==> src/rtl/cog_pkg.sv <==
// Shared constants for the cog pin-conditioning path.
//   SYNC_STAGES_DEF : default synchroniser depth per pin
//   FILT_BITS_DEF   : default width of the filter length and per-pin counters
//   PIN_W           : number of cog I/O pins
//   CFG_W           : width of the configuration data word
//   FLT_LSB         : bit position of the filter-length field inside data
package cog_pkg;
  localparam int SYNC_STAGES_DEF = 2;
  localparam int FILT_BITS_DEF   = 4;
  localparam int PIN_W           = 32;
  localparam int CFG_W           = 32;
  localparam int FLT_LSB         = 0;
endpackage

==> src/rtl/cog_pin_filter_if.sv <==
// Pin-filter bus: raw pad levels and configuration in, conditioned levels,
// edge pulses and filter-length readback out.
//   master : the side driving pads/config (counter glue or testbench)
//   slave  : the pin filter itself
interface cog_pin_filter_if
  import cog_pkg::*;
#(
  parameter int WIDTH     = PIN_W,
  parameter int FILT_BITS = FILT_BITS_DEF
);
  logic [WIDTH-1:0]     pin_raw;
  logic                 setflt;
  logic [CFG_W-1:0]     data;
  logic [WIDTH-1:0]     pin_in;
  logic [WIDTH-1:0]     rise;
  logic [WIDTH-1:0]     fall;
  logic [FILT_BITS-1:0] flt;

  modport master (output pin_raw, setflt, data,
                  input  pin_in, rise, fall, flt);
  modport slave  (input  pin_raw, setflt, data,
                  output pin_in, rise, fall, flt);
endinterface

==> src/rtl/cog_pin_filter_bit.sv <==
// Single-pin conditioner: synchroniser chain, stability counter, filtered
// level and registered rise/fall pulses.
//   i_clk, i_rst : clock and async active-high reset
//   i_pin_raw    : asynchronous pad level
//   i_flt        : filter length L
//   o_pin_in     : filtered level
//   o_rise/o_fall: one-cycle pulses on accepted transitions
module cog_pin_filter_bit
  import cog_pkg::*;
#(
  parameter int SYNC_STAGES = SYNC_STAGES_DEF,
  parameter int FILT_BITS   = FILT_BITS_DEF
) (
  input  logic                 i_clk,
  input  logic                 i_rst,
  input  logic                 i_pin_raw,
  input  logic [FILT_BITS-1:0] i_flt,
  output logic                 o_pin_in,
  output logic                 o_rise,
  output logic                 o_fall
);

  logic [SYNC_STAGES-1:0] r_sync;
  logic [FILT_BITS-1:0]   r_cnt;
  logic                   r_pin;
  logic                   r_rise;
  logic                   r_fall;
  logic                   w_sy;

  assign w_sy = r_sync[SYNC_STAGES-1];

  always_ff @(posedge i_clk or posedge i_rst) begin
    if (i_rst) begin
      r_sync <= '0;
      r_cnt  <= '0;
      r_pin  <= 1'b0;
      r_rise <= 1'b0;
      r_fall <= 1'b0;
    end else begin
      r_sync <= {r_sync[SYNC_STAGES-2:0], i_pin_raw};
      r_rise <= 1'b0;
      r_fall <= 1'b0;
      if (w_sy == r_pin) begin
        r_cnt <= '0;
      end else if (r_cnt >= i_flt) begin
        // >= so that lowering L mid-count releases the pending change at once
        r_pin  <= w_sy;
        r_cnt  <= '0;
        r_rise <= w_sy;
        r_fall <= ~w_sy;
      end else begin
        r_cnt <= r_cnt + 1'b1;
      end
    end
  end

  assign o_pin_in = r_pin;
  assign o_rise   = r_rise;
  assign o_fall   = r_fall;

endmodule

==> src/rtl/cog_pin_filter.sv <==
// Input conditioning ahead of the cog counter: synchronises WIDTH pad levels
// into clk_cog and applies a shared programmable glitch filter per pin.
//   clk_cog : cog clock
//   res     : async active-high reset
//   bus     : slave side of cog_pin_filter_if (pin_raw/setflt/data in,
//             pin_in/rise/fall/flt out)
module cog_pin_filter
  import cog_pkg::*;
#(
  parameter int WIDTH       = PIN_W,
  parameter int SYNC_STAGES = SYNC_STAGES_DEF,
  parameter int FILT_BITS   = FILT_BITS_DEF
) (
  input  logic             clk_cog,
  input  logic             res,
  cog_pin_filter_if.slave  bus
);

  logic [FILT_BITS-1:0] r_flt;
  logic [WIDTH-1:0]     w_pin_in;
  logic [WIDTH-1:0]     w_rise;
  logic [WIDTH-1:0]     w_fall;
  logic                 w_unused_data;

  // Only the filter-length field of data is meaningful.
  assign w_unused_data = ^bus.data;

  always_ff @(posedge clk_cog or posedge res) begin
    if (res) begin
      r_flt <= '0;
    end else if (bus.setflt) begin
      r_flt <= bus.data[FLT_LSB +: FILT_BITS];
    end
  end

  for (genvar g = 0; g < WIDTH; g++) begin : g_pin
    cog_pin_filter_bit #(
      .SYNC_STAGES (SYNC_STAGES),
      .FILT_BITS   (FILT_BITS)
    ) u_bit (
      .i_clk     (clk_cog),
      .i_rst     (res),
      .i_pin_raw (bus.pin_raw[g]),
      .i_flt     (r_flt),
      .o_pin_in  (w_pin_in[g]),
      .o_rise    (w_rise[g]),
      .o_fall    (w_fall[g])
    );
  end

  assign bus.pin_in = w_pin_in;
  assign bus.rise   = w_rise;
  assign bus.fall   = w_fall;
  assign bus.flt    = r_flt;

endmodule

==> src/flat_wrapper.sv <==
// flat-port wrapper written by rule: the top's interface ports become plain ports
module cog_pin_filter_flat import cog_pkg::*;
#(
  parameter int WIDTH       = PIN_W,
  parameter int SYNC_STAGES = SYNC_STAGES_DEF,
  parameter int FILT_BITS   = FILT_BITS_DEF
)
  (clk_cog, res, bus_pin_raw, bus_setflt, bus_data, bus_pin_in, bus_rise, bus_fall, bus_flt);
  cog_pin_filter_if #(.WIDTH(WIDTH), .FILT_BITS(FILT_BITS)) bus_i ();
  input  logic clk_cog;
  input  logic res;
  input wire logic [$bits(bus_i.pin_raw)-1:0] bus_pin_raw;
  input wire logic [$bits(bus_i.setflt)-1:0] bus_setflt;
  input wire logic [$bits(bus_i.data)-1:0] bus_data;
  output wire logic [$bits(bus_i.pin_in)-1:0] bus_pin_in;
  output wire logic [$bits(bus_i.rise)-1:0] bus_rise;
  output wire logic [$bits(bus_i.fall)-1:0] bus_fall;
  output wire logic [$bits(bus_i.flt)-1:0] bus_flt;
  assign bus_i.pin_raw = bus_pin_raw;
  assign bus_i.setflt = bus_setflt;
  assign bus_i.data = bus_data;
  assign bus_pin_in = bus_i.pin_in;
  assign bus_rise = bus_i.rise;
  assign bus_fall = bus_i.fall;
  assign bus_flt = bus_i.flt;
  cog_pin_filter #(.WIDTH(WIDTH), .SYNC_STAGES(SYNC_STAGES), .FILT_BITS(FILT_BITS)) u_core (.clk_cog(clk_cog), .res(res), .bus(bus_i));
endmodule
==> config.mk <==
export PLATFORM = sky130hd
export DESIGN_NAME = cog_pin_filter_flat
export DESIGN_NICKNAME = d
export VERILOG_FILES = /design/src/rtl/cog_pkg.sv /design/src/rtl/cog_pin_filter_if.sv /design/src/rtl/cog_pin_filter_bit.sv /design/src/rtl/cog_pin_filter.sv /design/src/flat_wrapper.sv
export SDC_FILE = /design/constraint.sdc
export NUM_CORES = 1
export LEC_CHECK = 0
export CORE_ASPECT_RATIO = 0.9
export CORE_UTILIZATION = 29
export DETAILED_ROUTE_END_ITERATION = 6
export DONT_BUFFER_PORTS = 1
export PLACE_DENSITY = 0.5
export SLEW_MARGIN = 20
export SYNTH_ARGS = -nofsm -noshare
export SYNTH_HDL_FRONTEND = slang
export SYNTH_SLANG_ARGS = --single-unit
==> constraint.sdc <==
create_clock -name clk_cog -period 31.2 [get_ports clk_cog]
set_input_delay 6.24 -clock clk_cog [delete_from_list [all_inputs] [get_ports clk_cog]]
set_output_delay 6.24 -clock clk_cog [all_outputs]
set_load 0.01 [all_outputs]
Word-level counts from Yosys, hierarchy flattened
Cells that the tools add are included.
{ "totals": {"ff_bits": 292, "inputBits": 67, "output_inout_bits": 100, "word_cells": 545} }
{ "op_classes": {"n_addsub": 32, "n_lt_le_gt_ge": 32, "eq_ne": 32, "muxes": 192, "n_bitwise": 64, "reduce_logical": 32} }
{ "op_table": {"columns": ["operator", "n"], "rows": [
  ["$mux W4", 64],
  ["$add A4 B1 Y4 const B", 32],
  ["$ge A4 B4 Y1", 32],
  ["$mux W1", 128],
  ["$not A1 Y1", 64],
  ["$reduce_and A2 Y1", 32],
  ["$eq A1 B1 Y1", 32]
]} }

Longest topological paths before layout
Gate-level depths: netlist of the first run.
{ "logic_depth": {"depth_word": 3, "mapped_depth": 6, "ltp_nobuf": 6} }

By module
A second synthesis of the first run with hierarchy kept.
{ "hier_totals": {"cells_unflattened": 1161, "hier_area_um2": 14602.8} }
{ "by_module_without_submodules": {"columns": ["module", "instances", "cells_each", "area_each_um2", "seq_area_each_um2"], "rows": [
  ["cog_pin_filter_bit", 32, 36, 451.7, 225.2],
  ["cog_pin_filter", 1, 9, 148.9, 100.1]
]} }

Least setup slack after synthesis of the first run
No wires, ideal clock.
{ "synth_path": {"kind": "reg-to-output", "startpoint": "register u_core.r_flt[0] (netlist: u_core.bus.flt[0])", "endpoint": "output bus_flt[0]", "arrival_time_ns": 0.951, "required_ns": 24.960, "slack_ns": 24.009, "stages_incl_launch_ff": 1, "n_path_buf": 0, "cell_sequence": "dfrtp_1"} }
{ "synth_lines": {"columns": ["item", "line", "text"], "rows": [
  ["start: declaration", "cog_pin_filter.sv:19", "logic [FILT_BITS-1:0] r_flt;"],
  ["start signal: assignment", "cog_pin_filter.sv:32", "r_flt <= bus.data[FLT_LSB +: FILT_BITS];"],
  ["end: declaration", "flat_wrapper.sv:18", "output wire logic [$bits(bus_i.flt)-1:0] bus_flt;"]
]} }
No word-level cell between the ends.

==> impl_metrics.toml, run 1 <==
[run_status]
status = "completed"

[worst_setup_path]
cp_max_fo = 118
slowest_delay_ps = 760
worstPathRequired_ps = 31750
critPathBufInv = 3
crit_top_cell = "buf_4"
worstSetupPathType = "in -> async"
start_kind = "primary input"
arrival_ps = 8240
end_kind = "async pin"
crit_family = "buffers and inverters"
critPathSlowestCell = "buf_4"
cp_cell_sequence = "inv_8 > buf_4 > buf_4"

[clocking]
cts.htree.levels = 2
clk_latency_ps = 540
cts_made_buffers = 36
hold_buffers = 0
cts_tree = "done"
clockBufferDepth = 3
clkSinkCount = 292
path_clk_slew_ps = 60
cts_resized = 0
root_buffer = "clkbuf_16"
post_cts_buffers = 0

[synth]
synthArstFlopShare_pct = 100.0
syn_inst = 1135
yosysWarnings = 0
ys_types = 18
yosysSeqAreaShare_pct = 49.08
synthesis.nets = 1362
synth_most_common_cell = "dfrtp_1"
yosys-top-cells-area = "dfrtp_1 (49%), ha_1 (13%), a2111oi_4 (5.9%)"
synth_edf_count = 0
ys_ff_latch = 292
yosysTopAreaCell = "dfrtp_1"
synth_ff_type = "dfrtp_1"
syn_area_sq_um = 14890
yosysTopAreaCellShare_pct = 49.08
syn_area_per_cell_sq_um = 13.12
synth_common_cells = "dfrtp_1 (292), ha_1 (160), nor2_1 (128)"

[detailed_routing]
final_antenna_net_count = 0
routed_via_density = 4.306
vias = 7694
drt-total-wl_um = 24040
dr.first_iter.drc_count = 163
avgRoutedWirePerCell_um = 13.45
drc = 0
first_pass_iters = 5

[timing]
fmax_mhz = 130.0
finalHoldViolCount = 0
drv_slew = 0
rsz0062_at_grt = "false"
fin_tns_setup_ps = 0
max_slew.worst_pin.slew_ps = 1082
period_share_pct = 24.66
setup_violations = 0
fin_crit_ps = 7695
slew_headroom_pct = 27.89
fin_worst_skew_ps = 13.38

[pwr]
p_total_uw = 1477
power_density_nw_per_um2 = 90.54
leakagePower_uw = 0.007567
vdd_drop_max_mv = 0.04352

[cells_and_area]
area_delta_synth_final_pct = 9.598
nFillCells = 5071
regArea_sq_um = 7308
final_nets = 1308
num_antenna_cells = 0
fin_area_sq_um = 16320
final_cells = 1787
drive_gt1_share_pct = 20.60
multiInputGateArea_sq_um = 6724
final_core_util_pct = 32.27

[placement]
hpwl_um = 15180
routabilityCongestion = 0.7349
place_area_sq_um = 15060
placed_cells = 1723
port_buffers = 0

[die]
die_w_um = 240.8
initial_core_util_pct = 29.45
row_count = 78
dieHeight_um = 216.9
ioPinCount = 167
core_area_sq_um = 50550
die_area_sq_um = 52250

[min_path]
hold_path.class = "reg -> reg"

[global_routing]
grt-ovfl-total = 0
grt_pass1_wl_um = 41450
first_global_vias = 8268
grt_max_degree = 119
grt_usage_pct = 9.812
antenna_found_initial = 1

[flow_run]
max-cap-violations = 0
## final cells by class
cell class | instances | share of cell area (%)
clock buffer | 51 | 6.557
clock inverter | 13 | 1.166
inverter | 36 | 0.8742
multi-input combinational | 711 | 41.21
sequential | 292 | 44.79
tap | 680 | 5.215
timing repair buffer | 4 | 0.1840
## power breakdown
| part | internal (uW) | switching [uW] | total [uW] |
|---|---|---|---|
| Sequential | 464 | 104 | 569 |
| Clock | 273 | 164 | 437 |
| Combinational | 275 | 196 | 472 |
| Total | 1010 | 465 | 1480 |
## layer usage
metal / routed length, um / up-vias / track usage, %
met5: 10 / - / 0
met4: 661 / 2 / 3.987
li1: - / 3708 / -
met2: 11050 / 118 / 15.51
met1: 11100 / 3822 / 12.56
met3: 1223 / 44 / 2.778
## layout by cell type, fill, tap and decap left out
cell / Yosys / final
inv_1: 36 / 32
inv_8: 0 / 2
dfrtp_2: 0 / 1
dfrtp_1: 292 / 291
o21a_1: 32 / 32
clkinv_8: 0 / 1
clkinv_2: 0 / 4
xor2_1: 64 / 64
inv_2: 0 / 3
a2111oi_4: 32 / 32
or2_4: 32 / 32
ha_1: 160 / 160
buf_4: 96 / 4
clkbuf_1: 0 / 6
xnor2_1: 32 / 32
clkinvlp_4: 0 / 3
and3_2: 32 / 32
bufinv_16: 0 / 4
o21ai_0: 35 / 35
mux2_4: 32 / 32
clkbuf_8: 0 / 7
nand3_1: 32 / 32
nand2_1: 3 / 3
mux2_2: 1 / 1
clkbuf_16: 0 / 38
nand2b_4: 32 / 32
nor3b_1: 64 / 64
nor2_1: 128 / 128
## flip-flops by register name, summed over array words and instances, names as in the netlist
name                         cells
u_core.g_pin.u_bit.o_fall       32
u_core.bus.flt                   4
u_core.g_pin.u_bit.r_cnt       128
u_core.g_pin.u_bit.o_pin_in     32
u_core.g_pin.u_bit.r_sync       64
u_core.g_pin.u_bit.o_rise       32
## through the flow
step           setup WS, ps  hold WS [ps]
3_5_place_dp          22700         335.5
6_report              23510         346.1
4_1_cts               23300         348.7
3_3_place_gp          22730         332.0
5_1_grt               23040         351.0
2_1_floorplan         16900         331.2
## cell families after synthesis
group / count (synthesis) / synth area share (%)
flops: 292 / 49.08
fa+ha+maj: 160 / 13.45
xor+xnor: 96 / 5.648
buf+inv: 132 / 5.749
compound gates: 99 / 8.707
simple gates: 323 / 14.06
mux: 33 / 3.303
## worst paths after layout
path                                                              from                                          to  slack, ps  cells past startpoint
setup / recovery                                                   res   u_core.g_pin[24].u_bit.r_cnt[1]$_DFF_PP0_      23510                      3
hold / removal              u_core.g_pin[22].u_bit.r_sync[0]$_DFF_PP0_  u_core.g_pin[22].u_bit.r_sync[1]$_DFF_PP0_        350                      0
setup reg to reg                         u_core.bus.flt[1]$_DFFE_PP0P_  u_core.g_pin[6].u_bit.o_pin_in$_DFFE_PP0P_      28620                      5
hold reg to reg             u_core.g_pin[22].u_bit.r_sync[0]$_DFF_PP0_  u_core.g_pin[22].u_bit.r_sync[1]$_DFF_PP0_        350                      0
max in group clk_cog       u_core.g_pin[15].u_bit.o_pin_in$_DFFE_PP0P_                              bus_pin_in[15]      23930                      0
min in group asynchronous                                          res     u_core.g_pin[22].u_bit.o_fall$_DFF_PP0_       5720                      1
(Power assumes the default switching activity.)
==> run 2: changes to the inputs <==
- clock period: 31.2 -> 8 ns (I/O delays scaled with it)
==> impl_metrics.toml, run 2 (synthesis gave the netlist of run 1 again) <==
[cells_and_area]
fin_area_sq_um = 16230
mostFrequentLayoutCells = "dfrtp_1 (291), ha_1 (160), nor2_1 (128)"
largest_reg_flops = 128
drive_gt1_share_pct = 19.98
largestRegisters = "u_core.g_pin.u_bit.r_cnt (128), u_core.g_pin.u_bit.r_sync (64)"
area_delta_synth_final_pct = 8.993
layout_commonest_cell = "dfrtp_1"
final_core_util_pct = 32.10
num_antenna_cells = 0
final_cells = 1786
final_nets = 1309
nFillCells = 5073
regMostFlops = "u_core.g_pin.u_bit.r_cnt"

[pwr]
vdd_drop_max_mv = 0.1618
power_density_nw_per_um2 = 349.4
seqPwrFrac_pct = 39.2
switching_share_pct = 32.21
p_total_uw = 5669
clkPwrFrac_pct = 28.2
net-switching-power_uw = 1826
p_comb_share_pct = 32.7
intPower_uw = 3843
leakagePower_uw = 0.007520

[worst_setup_path]
r2r-end = "u_core.g_pin[20].u_bit.o_pin_in$_DFFE_PP0P_"
worstPathRequired_ps = 6400
crit_cells = 1
cp-startpoint = "u_core.bus.flt[0]$_DFFE_PP0P_"
timing.rr.start = "u_core.bus.flt[1]$_DFFE_PP0P_"
cp_cell_sequence = "buf_4"
arrival_ps = 1440
end_kind = "output port"
ff2ff_path_depth = 5
endpoint = "bus_flt[0]"
cp_max_fo = 33
slowest_delay_ps = 510
rrSetupSlack_ps = 5430
worstSetupPathType = "reg -> out"
critPathSlowestCell = "buf_4"
start_kind = "register"
critPathBufInv = 1
crit_family = "buffers and inverters"

[min_path]
hold_depth = 0
hold_path.class = "reg -> reg"

[clocking]
post_cts_buffers = 0
clkSinkCount = 292
hold_buffers = 0
cts.htree.levels = 2
cts_tree = "done"
root_buffer = "clkbuf_16"
clockBufferDepth = 3
cts_resized = 0
cts_made_buffers = 36
path_clk_slew_ps = 50
clk_latency_ps = 540

[detailed_routing]
routed_via_density = 4.316
vias = 7709
avgRoutedWirePerCell_um = 13.88
drt-total-wl_um = 24790
final_antenna_net_count = 0
drc = 0
first_pass_iters = 4
dr.first_iter.drc_count = 201

[timing]
finalHoldViolCount = 0
slew_headroom_pct = 30.59
fmax_mhz = 329.1
fin_tns_setup_ps = 0
setup_violations = 0
rsz0062_at_grt = "false"
drv_slew = 0
fin_crit_ps = 3038
max_slew.worst_pin.slew_ps = 1041
fin_worst_skew_ps = 22.76
period_share_pct = 37.98

[die]
dieHeight_um = 216.9
ioPinCount = 167
initial_core_util_pct = 29.45
die_w_um = 240.8
die_area_sq_um = 52250
row_count = 78
core_area_sq_um = 50550

[run_status]
status = "completed"

[placement]
port_buffers = 0
placed_cells = 1724
hpwl_um = 15720
routabilityCongestion = 0.7572
place_area_sq_um = 15080

[flow_run]
max-cap-violations = 0

[global_routing]
grt_pass1_wl_um = 42480
grt_max_degree = 159
grt_usage_pct = 10.14
first_global_vias = 8361
antenna_found_initial = 1
grt-ovfl-total = 0
[run 2: changes by cell type in the layout (fill, tap and decap cells not counted), sizes merged]
cell,change
buf,+1
bufinv,-2
clkbuf,+1
clkinv,+1
clkinvlp,-1
inv,-1
[run 2: stage by stage]
| step | worst slack (ps) | hold slack [ps] |
|---|---|---|
| global route | 4837 | 350.0 |
| detailed placement | 4882 | 334.7 |
| finish | 4962 | 345.5 |
| CTS | 4856 | 348.3 |
| floorplan | 2525 | 331.2 |
| global placement | 4921 | 332.7 |
[run 2: per-layer routing]
layer,up-vias,routed length (um),track usage (%)
li1,3718,-,-
met1,3817,11380,13.01
met2,127,11390,15.97
met3,47,1360,2.968
met4,0,657,4.030
met5,-,0,0
[run 2: area by class of cell]
cell class              count  area, sq um  area share, %
repair buffers              5        62.56         0.3856
clock inverters            10        117.6         0.7249
inverters                  36        138.9         0.8559
multi-input cells         711         6724          41.44
clock buffers              52         1023          6.308
well taps                 680        850.8          5.244
flip-flops and latches    292         7308          45.04
[run 2: worst min-delay path by stage]
| stage | slack [ps] | to | from |
|---|---|---|---|
| after floorplan | 330 | u_core.g_pin[0].u_bit.r_sync[1]$_DFF_PP0_ | u_core.g_pin[0].u_bit.r_sync[0]$_DFF_PP0_ |
| after CTS | 350 | u_core.g_pin[31].u_bit.r_sync[1]$_DFF_PP0_ | u_core.g_pin[31].u_bit.r_sync[0]$_DFF_PP0_ |
| after global routing | 350 | u_core.g_pin[31].u_bit.r_sync[1]$_DFF_PP0_ | u_core.g_pin[31].u_bit.r_sync[0]$_DFF_PP0_ |
| final | 350 | u_core.g_pin[31].u_bit.r_sync[1]$_DFF_PP0_ | u_core.g_pin[31].u_bit.r_sync[0]$_DFF_PP0_ |
| after detailed placement | 330 | u_core.g_pin[24].u_bit.r_sync[1]$_DFF_PP0_ | u_core.g_pin[24].u_bit.r_sync[0]$_DFF_PP0_ |
| after global placement | 330 | u_core.g_pin[4].u_bit.r_sync[1]$_DFF_PP0_ | u_core.g_pin[4].u_bit.r_sync[0]$_DFF_PP0_ |
[run 2: power groups by stage]
stage,registers [uW],clock network [uW],logic (uW)
after global routing,2290,1720,2090
after global placement,2250,0,1840
after detailed placement,2250,0,1870
final,2220,1600,1850
after CTS,2230,1670,1890
after floorplan,2080,0,1870
